### config.mk
export PLATFORM = sky130hd
export DESIGN_NAME = serial_collector
export DESIGN_NICKNAME = d
export VERILOG_FILES = /design/src/rtl/serial_collector.sv
export SDC_FILE = /design/constraint.sdc
export NUM_CORES = 1
export LEC_CHECK = 0
export ABC_CLOCK_PERIOD_IN_PS = 2800
export CAP_MARGIN = 30
export CORE_UTILIZATION = 52
export CTS_CLUSTER_DIAMETER = 200
export DETAILED_ROUTE_END_ITERATION = 10
export PLACE_DENSITY = 0.9
export SYNTH_ARGS = -nofsm -noshare
export SYNTH_HDL_FRONTEND = slang
export SYNTH_SLANG_ARGS = --single-unit
### constraint.sdc
create_clock -name Clk -period 2.8 [get_ports Clk]
set_input_delay 0.7 -clock Clk [delete_from_list [all_inputs] [get_ports Clk]]
set_output_delay 0.7 -clock Clk [all_outputs]
set_load 0.05 [all_outputs]
### src/rtl/serial_collector.sv
// Serial-to-parallel receiver for two LSB-first bit streams (A and B).
// Collects WIDTH strobed bits per stream, then presents both words with a one-cycle valid pulse.
module serial_collector #(
    parameter int WIDTH = 4
) (
    input  logic             Clk,
    input  logic             Reset,
    input  logic             Start,
    input  logic             Bit_Valid,
    input  logic             A_In,
    input  logic             B_In,
    output logic [WIDTH-1:0] A_Word,
    output logic [WIDTH-1:0] B_Word,
    output logic             Word_Valid,
    output logic             Busy,
    output logic             Stray_Err
);

    localparam int CW = $clog2(WIDTH + 1);

    typedef enum logic [1:0] {
        IDLE,
        CAPTURE,
        DONE
    } state_t;

    state_t          state;
    state_t          state_next;
    logic [WIDTH-1:0] a_shift;
    logic [WIDTH-1:0] b_shift;
    logic [CW-1:0]    bit_count;
    logic             last_strobe;

    // A restart in the same cycle as a strobe wins, so that strobe never completes a word.
    assign last_strobe = (state == CAPTURE) && !Start && Bit_Valid &&
                         (bit_count == CW'(WIDTH - 1));

    assign Word_Valid = (state == DONE);
    assign Busy       = (state == CAPTURE);

    always_ff @(posedge Clk or negedge Reset) begin
        if (!Reset) begin
            state <= IDLE;
        end else begin
            state <= state_next;
        end
    end

    always_comb begin
        state_next = state;
        unique case (state)
            IDLE: begin
                if (Start) begin
                    state_next = CAPTURE;
                end
            end
            CAPTURE: begin
                if (last_strobe) begin
                    state_next = DONE;
                end
            end
            DONE: begin
                state_next = IDLE;
            end
            default: begin
                state_next = IDLE;
            end
        endcase
    end

    // Words load on the edge that enters DONE, so they change together with Word_Valid rising.
    always_ff @(posedge Clk or negedge Reset) begin
        if (!Reset) begin
            a_shift   <= '0;
            b_shift   <= '0;
            bit_count <= '0;
            A_Word    <= '0;
            B_Word    <= '0;
            Stray_Err <= 1'b0;
        end else begin
            unique case (state)
                IDLE: begin
                    if (Start) begin
                        a_shift   <= '0;
                        b_shift   <= '0;
                        bit_count <= '0;
                        Stray_Err <= 1'b0;
                    end else if (Bit_Valid) begin
                        Stray_Err <= 1'b1;
                    end
                end
                CAPTURE: begin
                    if (Start) begin
                        a_shift   <= '0;
                        b_shift   <= '0;
                        bit_count <= '0;
                    end else if (Bit_Valid) begin
                        a_shift   <= {A_In, a_shift[WIDTH-1:1]};
                        b_shift   <= {B_In, b_shift[WIDTH-1:1]};
                        bit_count <= bit_count + CW'(1);
                        if (last_strobe) begin
                            A_Word <= {A_In, a_shift[WIDTH-1:1]};
                            B_Word <= {B_In, b_shift[WIDTH-1:1]};
                        end
                    end
                end
                DONE: begin
                    if (Bit_Valid) begin
                        Stray_Err <= 1'b1;
                    end
                end
                default: begin
                end
            endcase
        end
    end

endmodule

==> results.sh <==
export IMPL_cts_tree="built"
export IMPL_antenna_found_initial=0
export IMPL_clkLatencyLatePin_ns=0.30
export IMPL_synthCells=74
export IMPL_rr_worst_depth=5
export IMPL_drtIter0Drc=5
export IMPL_numCtsBuffers=3
export IMPL_grt_pass1_vias=611
export IMPL_yosysUniqueCellTypes=15
export IMPL_p_total_mw=0.920
export IMPL_cts_hold_buffers=0
export IMPL_drive_gt1_frac=0.191
export IMPL_max_cap_viol_count=0
export IMPL_syn_to_final_growth_pct=25.9
export IMPL_die_width_um=42.4
export IMPL_cts_max_level=1
export IMPL_post_cts_resized=0
export IMPL_critPathCaptureType="output port"
export IMPL_worst_pin_slew_ns=0.500
export IMPL_final_cell_mix="dfrtp_1, o21ai_0, clkdlybuf4s50_1"
export IMPL_fmax_ghz=0.379
export IMPL_rr_endpoint="B_Word[2]$_DFFE_PN0P_"
export IMPL_peakVddDrop_v=0.000592
export IMPL_initial_utilization=0.557
export IMPL_synth_top_area_frac=0.589
export IMPL_antenna_cells=0
export IMPL_gp_congestion=0.734
export IMPL_core_area_um2=1520
export IMPL_syn_avg_cell_area_um2=11.5
export IMPL_gr_usage_all_layers=0.204
export IMPL_die_y_um=42.4
export IMPL_p_leak_nw=0.496
export IMPL_min_to="A_Word[0]$_DFFE_PN0P_"
export IMPL_ys_seq_area_frac=0.589
export IMPL_dp_hpwl_um=1090
export IMPL_setup_violations=0
export IMPL_vias=613
export IMPL_worstHoldPathCells=1
export IMPL_placed_area_um2=1030
export IMPL_wl_per_cell_um=13.9
export IMPL_cp_required_ns=2.10
export IMPL_synth_top_area_cell="dfrtp_1"
export IMPL_ys_warn_count=0
export IMPL_finClkSkew_ns=0.00320
export IMPL_power_density_nw_per_um2=860
export IMPL_crit_path_start_kind="register"
export IMPL_overflow=0
export IMPL_io_buffers=16
export IMPL_min_path_type="register to register"
export IMPL_first_pass_iters=4
export IMPL_min_period_ns=2.64
export IMPL_rr_startpoint="bit_count[0]$_DFFE_PN0P_"
export IMPL_ant_nets=0
export IMPL_fin_nets=103
export IMPL_setup_tns_ns=0
export IMPL_cts_sinks=20
export IMPL_layout_commonest_cell="dfrtp_1"
export IMPL_criticalPathCategory="register to output port"
export IMPL_crit_arrival_ns=1.94
export IMPL_viasPerCell=5.57
export IMPL_grt_max_degree=21
export IMPL_synth_seq_cells=20
export IMPL_drcViolationCount=0
export IMPL_finalCritPeriodShare=0.941
export IMPL_rsz0062_at_grt="no"
export IMPL_timing_hold_ws_ns=0.512
export IMPL_fin_area_um2=1070
export IMPL_synthTopCellsByArea="dfrtp_1, o21ai_0, mux2_2"
export IMPL_dieArea_um2=1800
export IMPL_status="completed"
export IMPL_hold_viol_final=0
export IMPL_cts_root_buf="clkbuf_4"
export IMPL_hold_path_startpoint="a_shift[1]$_DFFE_PN0P_"
export IMPL_synth_area_um2=850
export IMPL_post_cts_buffers=0
export IMPL_syn_nets=82
export IMPL_slew_headroom=0.666
export IMPL_routed_wl_um=1520
export IMPL_ios=17
export IMPL_report_final_slew_viol_count=0
export IMPL_num_rows=14
export IMPL_reg2reg_slack_ns=1.12
export IMPL_clock_path_buffers=2
export IMPL_grt_pass1_wl_um=2680
export IMPL_critPathMaxFanout=15
export IMPL_cts_clk_slew_worst_paths_ns=0.11
## layout make-up
| type | count | area, um2 |
|---|---|---|
| Inverter | 2 | 7.51 |
| Fill cell | 113 | 454 |
| Multi-Input combinational cell | 49 | 323 |
| Tap cell | 16 | 20.0 |
| Timing Repair Buffer | 19 | 183 |
| Clock buffer | 4 | 36.3 |
| Sequential cell | 20 | 500 |
## cells in the mapped netlist
| master | count |
|---|---|
| and2b_2 | 1 |
| inv_1 | 2 |
| nand2_1 | 8 |
| buf_6 | 1 |
| mux2_2 | 8 |
| or2_2 | 1 |
| dfrtp_1 | 20 |
| or2b_1 | 2 |
| nor3b_4 | 1 |
| nor2_1 | 3 |
| and2b_1 | 1 |
| clkbuf_1 | 2 |
| o21ai_0 | 18 |
| a21oi_1 | 4 |
| ha_1 | 2 |
## logic make-up (layout without fill, tap and decap cells)
group                      Yosys count  in the layout  share of synthesized area
DFF                                 20             20                      0.589
and+or+nand+nor                     17             17                      0.115
AOI/OAI and AO/OA                   22             22                      0.130
buffers and inverters                5             25                     0.0309
adders and majority gates            2              2                     0.0295
muxes                                8              8                      0.106
## worst max-delay path: stages, from the launching register on
cell and delay, ns:
dfrtp_1 0.63, and2b_2 0.22, clkdlybuf4s50_1 0.79
## state kept, by name, summed over array words and instances (netlist names)
name	count
A_Word	4
B_Word	4
Stray_Err	1
a_shift	3
b_shift	3
bit_count	3
state	2
## per-layer routing
metal	GRT usage	up-vias	part of all wire
li1	-	293	-
met1	0.253	301	0.45
met2	0.326	14	0.49
met3	0.0517	5	0.038
met4	0.113	0	0.020
met5	0	-	0
## metrics by stage
step / setup WS, ns / std cells / util
after floorplan: 0.838 / 74 / -
after global placement: 0.506 / 106 / 0.678
after detailed placement: 0.442 / 106 / 0.678
after CTS: 0.168 / 110 / 0.702
after global routing: 0.0849 / 110 / 0.702
final: 0.165 / 110 / 0.702
## worst max path at each step
stage	to	from	cells past startpoint	slack (ns)
after floorplan	Busy	state[1]$_DFFE_PN0P_	2	0.84
after global placement	A_Word[2]$_DFFE_PN0P_	Start	4	0.51
after detailed placement	B_Word[2]$_DFFE_PN0P_	Start	4	0.44
after CTS	Word_Valid	state[1]$_DFFE_PN0P_	2	0.17
after global routing	Word_Valid	state[1]$_DFFE_PN0P_	2	0.08
final	Word_Valid	state[1]$_DFFE_PN0P_	2	0.16
## power breakdown
group          leakage, nW  internal [mW]  switching (mW)
Combinational        0.211          0.135           0.225
Clock               0.0210         0.0794          0.0880
Sequential           0.264          0.352          0.0391
Total                0.496          0.567           0.353
No activity file was read; power rests on OpenSTA's default activity.
